==> config.mk <==
export PLATFORM = sky130hd
export DESIGN_NAME = sram_read_align
export DESIGN_NICKNAME = d
export VERILOG_FILES = /design/src/rtl/sram_read_align.sv
export SDC_FILE = /design/constraint.sdc
export NUM_CORES = 1
export LEC_CHECK = 0
export CORE_ASPECT_RATIO = 1.25
export CORE_MARGIN = 2
export CORE_UTILIZATION = 54
export DETAILED_ROUTE_END_ITERATION = 10
export PLACE_DENSITY_LB_ADDON = 0.05
export SLEW_MARGIN = 0
export SYNTH_ARGS = -nofsm -noshare
export SYNTH_HDL_FRONTEND = slang
export SYNTH_SLANG_ARGS = --single-unit
==> constraint.sdc <==
create_clock -name clk -period 3 [get_ports clk]
set_input_delay 0.45 -clock clk [delete_from_list [all_inputs] [get_ports clk]]
set_output_delay 0.45 -clock clk [all_outputs]
set_load 0.1 [all_outputs]
==> src/rtl/sram_read_align.sv <==
// sram_read_align: byte-addressed SRAM read path with field alignment and a credit-guarded response FIFO
// Ports:
//   clk, rst                 clock, synchronous active-high reset
//   req_valid/req_ready      read request handshake; req_addr byte address, conf access width
//   sram_en/sram_addr        word read strobe and address to the 32-bit macro
//   sram_rdata               read word, valid one cycle after sram_en
//   rsp_valid/rsp_ready      response handshake; rsp_data zero-extended field, rsp_err illegal conf
module sram_read_align #(
    parameter int ADDR_W = 10,
    parameter int DEPTH  = 4
) (
    input  logic              clk,
    input  logic              rst,
    input  logic              req_valid,
    output logic              req_ready,
    input  logic [ADDR_W-1:0] req_addr,
    input  logic [1:0]        conf,
    output logic              sram_en,
    output logic [ADDR_W-3:0] sram_addr,
    input  logic [31:0]       sram_rdata,
    output logic              rsp_valid,
    input  logic              rsp_ready,
    output logic [31:0]       rsp_data,
    output logic              rsp_err
);
    localparam int PW = DEPTH > 1 ? $clog2(DEPTH) : 1;
    localparam int OW = $clog2(DEPTH + 1);

    logic [PW-1:0] wr_ptr, rd_ptr;
    logic [OW-1:0] occ;
    logic [OW:0]   used;
    logic          inflight, acc, push, pop;
    logic [1:0]    conf_q, off_q;
    logic [31:0]   aligned;
    logic [31:0]   data_mem [DEPTH];
    logic          err_mem  [DEPTH];

    function automatic logic [PW-1:0] nxt(input logic [PW-1:0] p);
        return p == PW'(DEPTH - 1) ? '0 : p + PW'(1);
    endfunction

    // The in-flight read holds a credit, so a push always finds a free slot.
    assign used      = (OW+1)'(occ) + (OW+1)'(inflight);
    assign req_ready = !rst && used < (OW+1)'(DEPTH);
    assign acc       = req_valid && req_ready;
    assign sram_en   = acc;
    assign sram_addr = req_addr[ADDR_W-1:2];
    assign push      = inflight;
    assign rsp_valid = !rst && occ != '0;
    assign pop       = rsp_valid && rsp_ready;
    assign rsp_data  = rsp_valid ? data_mem[rd_ptr] : '0;
    assign rsp_err   = rsp_valid ? err_mem[rd_ptr] : 1'b0;

    always_comb begin
        aligned = conf_q == 2'b00 ? sram_rdata :
                  conf_q == 2'b01 ? {16'h0, off_q[1] ? sram_rdata[31:16] : sram_rdata[15:0]} :
                  conf_q == 2'b10 ? {24'h0, sram_rdata[{off_q, 3'b000} +: 8]} : 32'h0;
    end

    always_ff @(posedge clk) begin
        if (push) begin
            data_mem[wr_ptr] <= aligned;
            err_mem[wr_ptr]  <= conf_q == 2'b11;
        end
    end

    always_ff @(posedge clk) begin
        if (rst) begin
            inflight <= 1'b0;
            conf_q   <= '0;
            off_q    <= '0;
            wr_ptr   <= '0;
            rd_ptr   <= '0;
            occ      <= '0;
        end else begin
            inflight <= acc;
            if (acc) begin
                conf_q <= conf;
                off_q  <= req_addr[1:0];
            end
            if (push) wr_ptr <= nxt(wr_ptr);
            if (pop) rd_ptr <= nxt(rd_ptr);
            occ <= push && !pop ? occ + OW'(1) : !push && pop ? occ - OW'(1) : occ;
        end
    end
endmodule

### Word level (Yosys, flattened, before mapping)

Memories as Yosys holds them, arrays and structs flattened. A register that Yosys moved wholly into a read port is not among the register bits.
Index checks and enable logic that the tools add are counted.

* input port bits: 48
* memories: 2
* register bits after elaboration: 12
* output and inout port bits: 44
* word-level logic and storage cells: 48
* RAM bits: 132

* reduce and logical (&&, ||, !) cells: 12
* order comparisons: 1
* equality and inequality tests: 5
* shift operators: 1
* add/subtract/negate cells: 5
* mux-type cells: 16

Memories
* data_mem: depth 4, bits a word 32, rd ports 1, clocked after memory_dff 1, write ports 1, line 35 `logic [31:0] data_mem [DEPTH];`
* err_mem: depth 4, bits a word 1, rd ports 1, clocked after memory_dff 1, write ports 1, line 36 `logic err_mem [DEPTH];`

Operator list (count)
* $mux 32: 2
* $mux 16: 2
* $shiftx 32x6->8: 1
* $mux 2: 6
* $eq 2x2->1 const B: 4
* $mux 8: 1
* $logic_and 1x1->1: 6
* $mux 3: 2
* $add 2x1->2 const B: 2
* $add 3x1->4: 1
* $lt 4x3->1 const B: 1
* $add 3x1->3 const B: 1
* $logic_not 1->1: 3
* $mux 1: 3
* $reduce_bool 3->1: 1
* $sub 3x1->3 const B: 1
* $eq 2x1->1 const B: 1
* $logic_not 2->1: 1
* $reduce_bool 2->1: 1

### Longest topological paths before layout

Gate-level depths: netlist (run 1).

* word-level depth: 6
* gate-level depth with buffers: 11
* gate-level depth less buffers: 10

### Worst setup path after synthesis (run 1)

No wires, ideal clock.

* path kind: input-to-output
* from: input rst
* to: output sram_en
* path buffers: 1
* required time: 2.550 ns
* stages: 3
* arrival time: 2.853 ns
* path slack: -0.303 ns
* cells stage by stage: buf_6 > a311oi_4 > and2_0

* longest elaborated chain between the ends: 3

Ends and longest elaborated chain
* start: declaration: line 13 `input logic rst,`
* $logic_not 1->1: line 44 `assign req_ready = !rst && used < (OW+1)'(DEPTH);`
* $logic_and 1x1->1: line 44
* via req_ready: line 15 `output logic req_ready,`
* $logic_and 1x1->1: line 45 `assign acc = req_valid && req_ready;`
* end: declaration: line 18 `output logic sram_en,`

The timed path passes the listed nets, and every way through them passes these cells.

### Final worst setup path (run 1)

* from: register occ[0]
* to: output rsp_data[31]

* longest elaborated chain between the ends: 3

Ends and longest elaborated chain
* start: declaration: line 30 `logic [OW-1:0] occ;`
* start signal: assignment: line 83 `occ <= push && !pop ? occ + OW'(1) : !push && pop ? occ - OW'(1) : occ;`
* $reduce_bool 3->1: line 49 `assign rsp_valid = !rst && occ != '0;`
* $logic_and 1x1->1: line 49
* $mux 32: line 51 `assign rsp_data = rsp_valid ? data_mem[rd_ptr] : '0;`
* end: declaration: line 23 `output logic [31:0] rsp_data,`

Every way passes these cells.

==> results of run 1 <==
-- where the power goes --
group          switching (mW)  leakage, nW  internal [mW]  total, mW
Sequential              0.147         1.32           2.42       2.57
Clock                   0.823        0.288           1.16       1.99
Combinational            1.79         1.16           1.16       2.95
Total                    2.76         2.77           4.75       7.51
-- metal layers --
layer | wire [um] | part of all wire [%] | global-route usage, % | vias to the layer above
met3 | 719 | 5.6 | 5.93 | 22
met5 | 0 | 0 | 0 | -
met4 | 340 | 2.6 | 9.06 | 0
li1 | - | - | - | 1605
met1 | 5270 | 41 | 29.0 | 1761
met2 | 6580 | 51 | 35.9 | 125
-- per-stage QoR --
step | hold slack, ns | total power, mW | utilization [%] | setup WS, ns
3_3_place_gp | 0.511 | 5.56 | 65.2 | 0.433
2_1_floorplan | 0.465 | 4.65 | - | 0.257
4_1_cts | 0.511 | 7.58 | 70.2 | 0.225
3_5_place_dp | 0.502 | 5.59 | 65.2 | 0.369
6_report | 0.507 | 7.51 | 70.2 | 0.263
5_1_grt | 0.524 | 7.80 | 70.2 | 0.102
-- synth_stat cells --
cell type / count
a31o_2: 1
o21ai_0: 4
and2_0: 1
ha_1: 6
nor2_1: 9
and2_1: 56
a311oi_4: 1
xor2_1: 2
nand3_1: 9
clkdlybuf4s25_2: 1
and3b_1: 1
mux4_2: 38
or2b_1: 2
nand2b_1: 1
inv_1: 7
edfxtp_1: 132
mux2i_1: 6
fa_1: 1
nor2b_1: 1
or3_1: 1
o31ai_1: 2
nand3b_1: 1
nand2_1: 21
or2b_2: 2
a221o_1: 8
a21oi_1: 14
buf_4: 9
inv_2: 1
or2_2: 1
buf_6: 8
buf_2: 6
nor3_1: 1
o41ai_1: 1
o211ai_1: 2
o21a_1: 1
clkbuf_1: 5
clkbuf_8: 1
dfxtp_1: 14
o22ai_1: 1
-- worst max path at each step --
stage	to	slack, ns	cells after the start
6_report	rsp_data[31]	0.26	6
5_1_grt	rsp_data[5]	0.10	6
3_3_place_gp	occ[2]$_SDFFE_PP0P_	0.43	10
3_5_place_dp	rsp_data[5]	0.37	6
4_1_cts	rsp_data[31]	0.23	6
2_1_floorplan	sram_en	0.26	3
-- worst register-to-register path, stage by stage (launching register included) --
cell	delay [ns]
dfxtp_1	0.38
nor3_1	0.34
or2_2	0.21
inv_2	0.14
nand2_1	0.11
ha_1	0.17
inv_1	0.06
fa_1	0.37
xor2_1	0.17
or3_1	0.30
a21oi_1	0.14
-- cell families after synthesis --
kind of cell             after synthesis
XOR/XNOR                               2
buffers and inverters                 38
multiplexers                          44
AO/OA/AOI/OAI                         35
flip-flops                           146
AND/OR/NAND/NOR                      107
adder cells (fa/ha/maj)                7
-- flip-flops by register name, summed over array words and instances, names as in the netlist, named ones only --
name	flops
err_mem	4
data_mem	128
rd_ptr	2
inflight	1
wr_ptr	2
conf_q	2
off_q	2
occ	3
-- layout make-up --
cell class	count	area [um^2]
well taps	138	173
repair buffers	87	1210
fillers	763	3450
inverters	8	30.0
clock buffers	20	478
clock inverters	12	93.8
multi-input cells	195	1880
flip-flops and latches	146	4250
==> impl_metrics.yaml, run 1 <==
min_path:
  hp-start: "rd_ptr[0]$_SDFFE_PP0P_"
  holdCritPathClass: "reg -> reg"
  hold_depth: 1
logic_synthesis:
  ys_warn_count: 0
  synth_top_cell_area_share_pct: 62.1
  ys_ff_latch: 146
  synth_xor_xnor_area_share_pct: 0.274
  synth.distinct_cells: 39
  synth_top_family_by_area: "multiplexers"
  synth_area_leader_cell: "edfxtp_1"
  synth.cell_area_mm2: 0.00638
  syn_inst: 379
  synth_compound_area_share_pct: 4.04
  synth_mux_area_share_pct: 14.3
  synth_fa_ha_area_share_pct: 1.49
  synth_area_leaders: "edfxtp_1 62%, mux4_2 13%, and2_1 5.5%, dfxtp_1 4.4%, buf_6 1.4%"
  syn_nets: 434
  avgSynthCellArea_um2: 16.8
  seq_area_frac_synth_pct: 66.5
  synthSimpleGateAreaFrac_pct: 9.29
global_route:
  grt_max_degree: 34
  grt_antenna_before_repair: 0
  grt_use_total_pct: 22.3
  grt_overflow: 0
  grt_first_pass_wirelength_um: 20500
  grt_pass1_vias: 3810
clock_tree:
  clkTransAtPathRegs_ns: 0.06
  cts_setup_buffers: 0
  cts_buffers: 17
  cts_hold_buf: 0
  clock_path_buffers: 2
  cts_resized: 0
  cts.sinks: 146
  ctsRootBufferMaster: "clkbuf_16"
  clock_latency_ns: 0.42
  cts_max_level: 4
  cts_tree: "built"
setup_path:
  reg2reg_depth: 10
  r2r_setup_slack_ns: 0.53
  cpMaxStageDelayCell: "dfxtp_1"
  start_kind: "flop"
  worst_path_dominant_cell_family: "buffers and inverters"
  cp_num_buf_inv: 3
  cpPeakStageDelay_ns: 0.46
  r2r_end: "occ[2]$_SDFFE_PP0P_"
  endpoint_kind: "output pin"
  path_max_fanout: 19
  worstPathArrival_ns: 2.29
  crit_start: "occ[0]$_SDFFE_PP0P_"
  path_class: "reg -> out"
  cp_cell_sequence: "nor3_1, or2_2, inv_2, buf_4, and2_1, buf_12"
  cp_data_required_time_ns: 2.55
  rr_startpoint: "occ[0]$_SDFFE_PP0P_"
drt:
  post_drt_wl_per_cell_um: 21.3
  dr.pass1.iters: 4
  vias: 3513
  drcViolationCount: 0
  routed_wl_um: 12900
  viasPerCell: 5.80
  antenna_left: 0
  dr.first_iter.drc_count: 232
floorplan:
  die_w_um: 101
  die_y_um: 126
  core_region_area_mm2: 0.0116
  initial_core_util_pct: 55.2
  io_pins: 92
  row_count: 44
  die_area_mm2: 0.0127
run_status:
  status: "complete, no violations"
place:
  place.gp.congestion: 0.727
  port_buffers: 75
  place_area_mm2: 0.00754
  post-dp-hpwl_um: 8340
  placed_cells: 574
cells_and_area:
  design_area_mm2: 0.00811
  area_delta_synth_final_pct: 27.1
  final_cells: 606
  final_cell_mix: "132 x edfxtp_1, 56 x and2_1, 39 x clkdlybuf4s50_1"
  antenna_cells: 0
  drive_gt1_share_pct: 26.9
  final_nets: 510
  final_common_cell: "edfxtp_1"
power:
  p_leak_nw: 2.77
  power.density_mw_per_mm2: 925
  vdd_drop_max_uv: 541
sta:
  period_share_pct: 91.2
  tns_ns: 0
  hold_violations: 0
  rsz0062_at_grt: "no"
  slew_violations: 0
  worstMarginPinSlew_ns: 0.948
  max_freq_mhz: 365
  relSlewSlack_pct: 36.7
  layout_min_cycle_time_ns: 2.74
  setup_viol: 0
  fin_worst_skew_ns: 0.0214
flow_run:
  maxCapViolCount: 0
(Power assumes the default switching activity.)
==> run 2: changes to the inputs <==
--- a/config.mk
+++ b/config.mk
@@ -11,2 +11,3 @@
 export DETAILED_ROUTE_END_ITERATION = 10
+export HOLD_SLACK_MARGIN = 0.08
 export PLACE_DENSITY_LB_ADDON = 0.05
--- a/constraint.sdc
+++ b/constraint.sdc
@@ -3,2 +3,2 @@
 set_output_delay 0.45 -clock clk [all_outputs]
-set_load 0.1 [all_outputs]
+set_load 0.02 [all_outputs]
==> run 2 against run 1 <==
Net effect: critical path depth did not move; critical path type unchanged; sequential share of layout area rose by 2.2 points; sequential power fell by 2%; hold slack improved by 0.044 ns; total power fell by 16%; via count rose by 0.97%; global-route usage rose by 0.066 points; count of clock-buffer cells in the layout fell by 3; cell count did not move; highest routed layer unchanged; largest cell class unchanged; first-iteration DRC count rose by 9.1%; fmax fell by 3.2%.
==> impl_metrics.yaml, run 2 (same netlist as run 1, synthesis figures left out) <==
run_status:
  status: "complete, no violations"
clock_tree:
  ctsRootBufferMaster: "clkbuf_16"
  clock_path_buffers: 2
  cts_hold_buf: 0
  cts_tree: "built"
  cts_resized: 0
  cts_setup_buffers: 0
  cts.sinks: 146
  cts_buffers: 17
  clkTransAtPathRegs_ns: 0.06
  cts_max_level: 4
  clock_latency_ns: 0.42
global_route:
  grt_first_pass_wirelength_um: 20700
  grt_use_total_pct: 22.4
  grt_pass1_vias: 3770
  grt_antenna_before_repair: 0
  grt_max_degree: 34
  grt_overflow: 0
setup_path:
  rr_startpoint: "occ[0]$_SDFFE_PP0P_"
  path_max_fanout: 16
  r2r_end: "occ[2]$_SDFFE_PP0P_"
  endpoint_kind: "output pin"
  worstPathArrival_ns: 2.38
  start_kind: "flop"
  reg2reg_depth: 11
  path_class: "reg -> out"
  cp_data_required_time_ns: 2.55
  r2r_setup_slack_ns: 0.44
place:
  place_area_mm2: 0.00720
  placed_cells: 574
  post-dp-hpwl_um: 8560
  place.gp.congestion: 0.769
  port_buffers: 75
floorplan:
  io_pins: 92
  die_w_um: 101
  initial_core_util_pct: 55.2
  core_region_area_mm2: 0.0116
  row_count: 44
  die_y_um: 126
  die_area_mm2: 0.0127
drt:
  post_drt_wl_per_cell_um: 21.9
  vias: 3547
  viasPerCell: 5.85
  routed_wl_um: 13300
  dr.first_iter.drc_count: 253
  drcViolationCount: 0
  dr.pass1.iters: 5
  antenna_left: 0
power:
  p_leak_nw: 2.58
  power.density_mw_per_mm2: 813
  vdd_drop_max_uv: 447
cells_and_area:
  area_delta_synth_final_pct: 22.0
  largest_reg_flops: 128
  largestRegisters: "data_mem x128, err_mem x4, occ x3"
  final_common_cell: "edfxtp_1"
  final_cell_mix: "132 x edfxtp_1, 75 x clkdlybuf4s50_1, 56 x and2_1"
  drive_gt1_share_pct: 18.4
  design_area_mm2: 0.00779
  antenna_cells: 0
  final_cells: 606
  largest_register: "data_mem"
  final_nets: 510
sta:
  hold_violations: 0
  tns_ns: 0
  max_freq_mhz: 354
  slew_violations: 0
  period_share_pct: 94.2
  relSlewSlack_pct: 35.7
  layout_min_cycle_time_ns: 2.83
  fin_worst_skew_ns: 0.00976
  worstMarginPinSlew_ns: 0.963
  rsz0062_at_grt: "no"
  setup_viol: 0
min_path:
  hold_depth: 1
  holdCritPathClass: "reg -> reg"
  hp-start: "rd_ptr[0]$_SDFFE_PP0P_"
flow_run:
  maxCapViolCount: 0
[run 2: layout make-up]
| cell class | instances | area [um^2] |
|---|---|---|
| clock buffers | 17 | 425 |
| clock inverters | 15 | 166 |
| fillers | 845 | 3770 |
| inverters | 8 | 30.0 |
| well taps | 138 | 173 |
| flip-flops and latches | 146 | 4250 |
| repair buffers | 87 | 866 |
| multi-input cells | 195 | 1880 |
[run 2: stage by stage]
| stage | hold WS, ns | setup WS, ns | utilization (%) | power, mW |
|---|---|---|---|---|
| final | 0.550 | 0.174 | 67.4 | 6.33 |
| after detailed placement | 0.550 | 0.286 | 62.2 | 4.30 |
| after global placement | 0.519 | 0.314 | 62.2 | 4.26 |
| after floorplan | 0.465 | 0.701 | - | 3.70 |
| after global routing | 0.585 | 0.0240 | 67.4 | 6.58 |
| after CTS | 0.559 | 0.150 | 67.4 | 6.39 |
[run 2: critical path, stage by stage (launching register included)]
cell and delay [ns]:
dfxtp_1 0.46, nor3_1 0.13, or2_2 0.32, inv_2 0.09
buf_4 0.20, and2_1 0.15, clkdlybuf4s50_1 0.60
[run 2: how the worst max path moves through the flow]
stage,from,endpoint,slack (ns),depth (start not counted)
2_1_floorplan,occ[0]$_SDFFE_PP0P_,occ[2]$_SDFFE_PP0P_,0.70,11
3_5_place_dp,rst,occ[2]$_SDFFE_PP0P_,0.29,11
4_1_cts,occ[0]$_SDFFE_PP0P_,rsp_data[4],0.15,6
6_report,occ[0]$_SDFFE_PP0P_,rsp_data[4],0.17,6
3_3_place_gp,rst,rsp_data[4],0.31,6
5_1_grt,occ[0]$_SDFFE_PP0P_,rsp_data[16],0.02,6
[run 2: power by group]
part / internal [mW] / switching (mW)
clock: 1.30 / 0.808
combinational: 0.863 / 0.836
sequential: 2.42 / 0.108
[run 2: layer usage]
| layer | vias to the layer above | GRT usage [%] | share of wire (%) |
|---|---|---|---|
| li1 | 1604 | - | - |
| met1 | 1798 | 28.3 | 39 |
| met2 | 126 | 37.7 | 53 |
| met3 | 19 | 5.48 | 6.3 |
| met4 | 0 | 7.87 | 1.6 |
| met5 | - | 0 | 0 |
==> run 3: changes to the inputs <==
MAX_ROUTING_LAYER = met4   (was default)
==> run 3 against run 2 <==
Net effect: critical path depth stayed put; global-route usage increased by 0.73 points; count of clock-buffer cells in the layout did not move; hold slack better by 0.0016 ns; sequential share of layout area is the same; non-clock buffer count unchanged; largest power group unchanged; highest routed layer unchanged.
==> impl_metrics.yaml, run 3 (same netlist as run 1, synthesis figures left out) <==
sta:
  fin_worst_skew_ns: 0.00694
  slew_violations: 0
  worstMarginPinSlew_ns: 0.967
  hold_violations: 0
  finalWorstSetupSlack_ns: 0.183
  layout_min_cycle_time_ns: 2.82
  tns_ns: 0
  max_freq_mhz: 355
  hold_ws_ns: 0.552
  period_share_pct: 93.9
  relSlewSlack_pct: 35.4
  rsz0062_at_grt: "no"
  setup_viol: 0
place:
  place_ws_ns: 0.286
  place.gp.congestion: 0.780
  place_area_mm2: 0.00720
  port_buffers: 75
  placed_cells: 574
  post-dp-hpwl_um: 8560
drt:
  drcViolationCount: 0
  dr.pass1.iters: 4
  dr.first_iter.drc_count: 262
  routed_wl_um: 13200
  vias: 3550
  post_drt_wl_per_cell_um: 21.8
  viasPerCell: 5.86
  antenna_left: 0
clock_tree:
  cts_setup_buffers: 0
  cts_tree: "built"
  clock_path_buffers: 2
  cts.sinks: 146
  cts_resized: 0
  cts_buffers: 17
  clkTransAtPathRegs_ns: 0.06
  cts_max_level: 4
  ctsRootBufferMaster: "clkbuf_16"
  clock_latency_ns: 0.42
  cts_hold_buf: 0
cells_and_area:
  final_cell_mix: "132 x edfxtp_1, 75 x clkdlybuf4s50_1, 56 x and2_1"
  final_common_cell: "edfxtp_1"
  post-route-util_pct: 67.4
  area_delta_synth_final_pct: 22.0
  largestRegisters: "data_mem x128, err_mem x4, occ x3"
  final_cells: 606
  drive_gt1_share_pct: 18.4
  design_area_mm2: 0.00779
  largest_reg_flops: 128
  final_nets: 510
  largest_register: "data_mem"
  antenna_cells: 0
floorplan:
  die_y_um: 126
  io_pins: 92
  initial_core_util_pct: 55.2
  core_region_area_mm2: 0.0116
  row_count: 44
  die_area_mm2: 0.0127
  die_w_um: 101
global_route:
  grt_antenna_before_repair: 0
  grt_max_degree: 34
  grt_use_total_pct: 23.1
  grt_first_pass_wirelength_um: 20800
  grt_overflow: 0
  grt_pass1_vias: 3790
setup_path:
  cpPeakStageDelay_ns: 0.60
  cp_data_required_time_ns: 2.55
  path_class: "reg -> out"
  cp_cell_sequence: "nor3_1, or2_2, inv_2, buf_4, and2_1, clkdlybuf4s50_1"
  start_kind: "flop"
  path_max_fanout: 16
  endpoint_kind: "output pin"
  cpMaxStageDelayCell: "clkdlybuf4s50_1"
  worstPathArrival_ns: 2.37
run_status:
  status: "complete, no violations"
power:
  power.density_mw_per_mm2: 813
  p_leak_nw: 2.58
  total_power_mw: 6.33
  vdd_drop_max_uv: 447
min_path:
  holdCritPathClass: "reg -> reg"
flow_run:
  maxCapViolCount: 0
==> run 3: path summary, 6_finish.rpt <==
| kind | startpoint | end | slack [ns] | cells past startpoint |
|---|---|---|---|---|
| min reg2reg | rd_ptr[0]$_SDFFE_PP0P_ | flop | 0.55 | 1 |
| max reg2reg | occ[0]$_SDFFE_PP0P_ | occ[2]$_SDFFE_PP0P_ | 0.44 | 11 |
| min | rd_ptr[0]$_SDFFE_PP0P_ | flop | 0.55 | 1 |
| max | occ[0]$_SDFFE_PP0P_ | rsp_data[4] | 0.18 | 6 |
==> run 3: routing by layer <==
| layer | track usage [%] | vias up | wire [um] |
|---|---|---|---|
| met5 | - | - | 0 |
| met4 | 7.63 | 0 | 229 |
| met3 | 5.59 | 15 | 678 |
| met2 | 37.7 | 129 | 6980 |
| met1 | 28.4 | 1798 | 5320 |
| li1 | - | 1608 | - |
==> run 3: area by class of cell <==
| cell class | instances | area (um^2) |
|---|---|---|
| inverter | 8 | 30.0 |
| tap | 138 | 173 |
| fill | 845 | 3770 |
| clock buffer | 17 | 425 |
| multi-input combinational | 195 | 1880 |
| clock inverter | 15 | 166 |
| timing repair buffer | 87 | 866 |
| sequential | 146 | 4250 |
==> run 3: worst max-delay path, delay by kind of cell, from the launching register on <==
family / cells / cell delay [ns]
flip-flops: 1 / 0.46
buffers and inverters: 3 / 0.89
AND/OR/NAND/NOR: 3 / 0.60
==> run 3: where the power goes <==
part	switching, mW	total, mW	internal, mW
Sequential	0.108	2.53	2.42
Combinational	0.836	1.70	0.863
Clock	0.802	2.10	1.30
Total	1.75	6.33	4.58
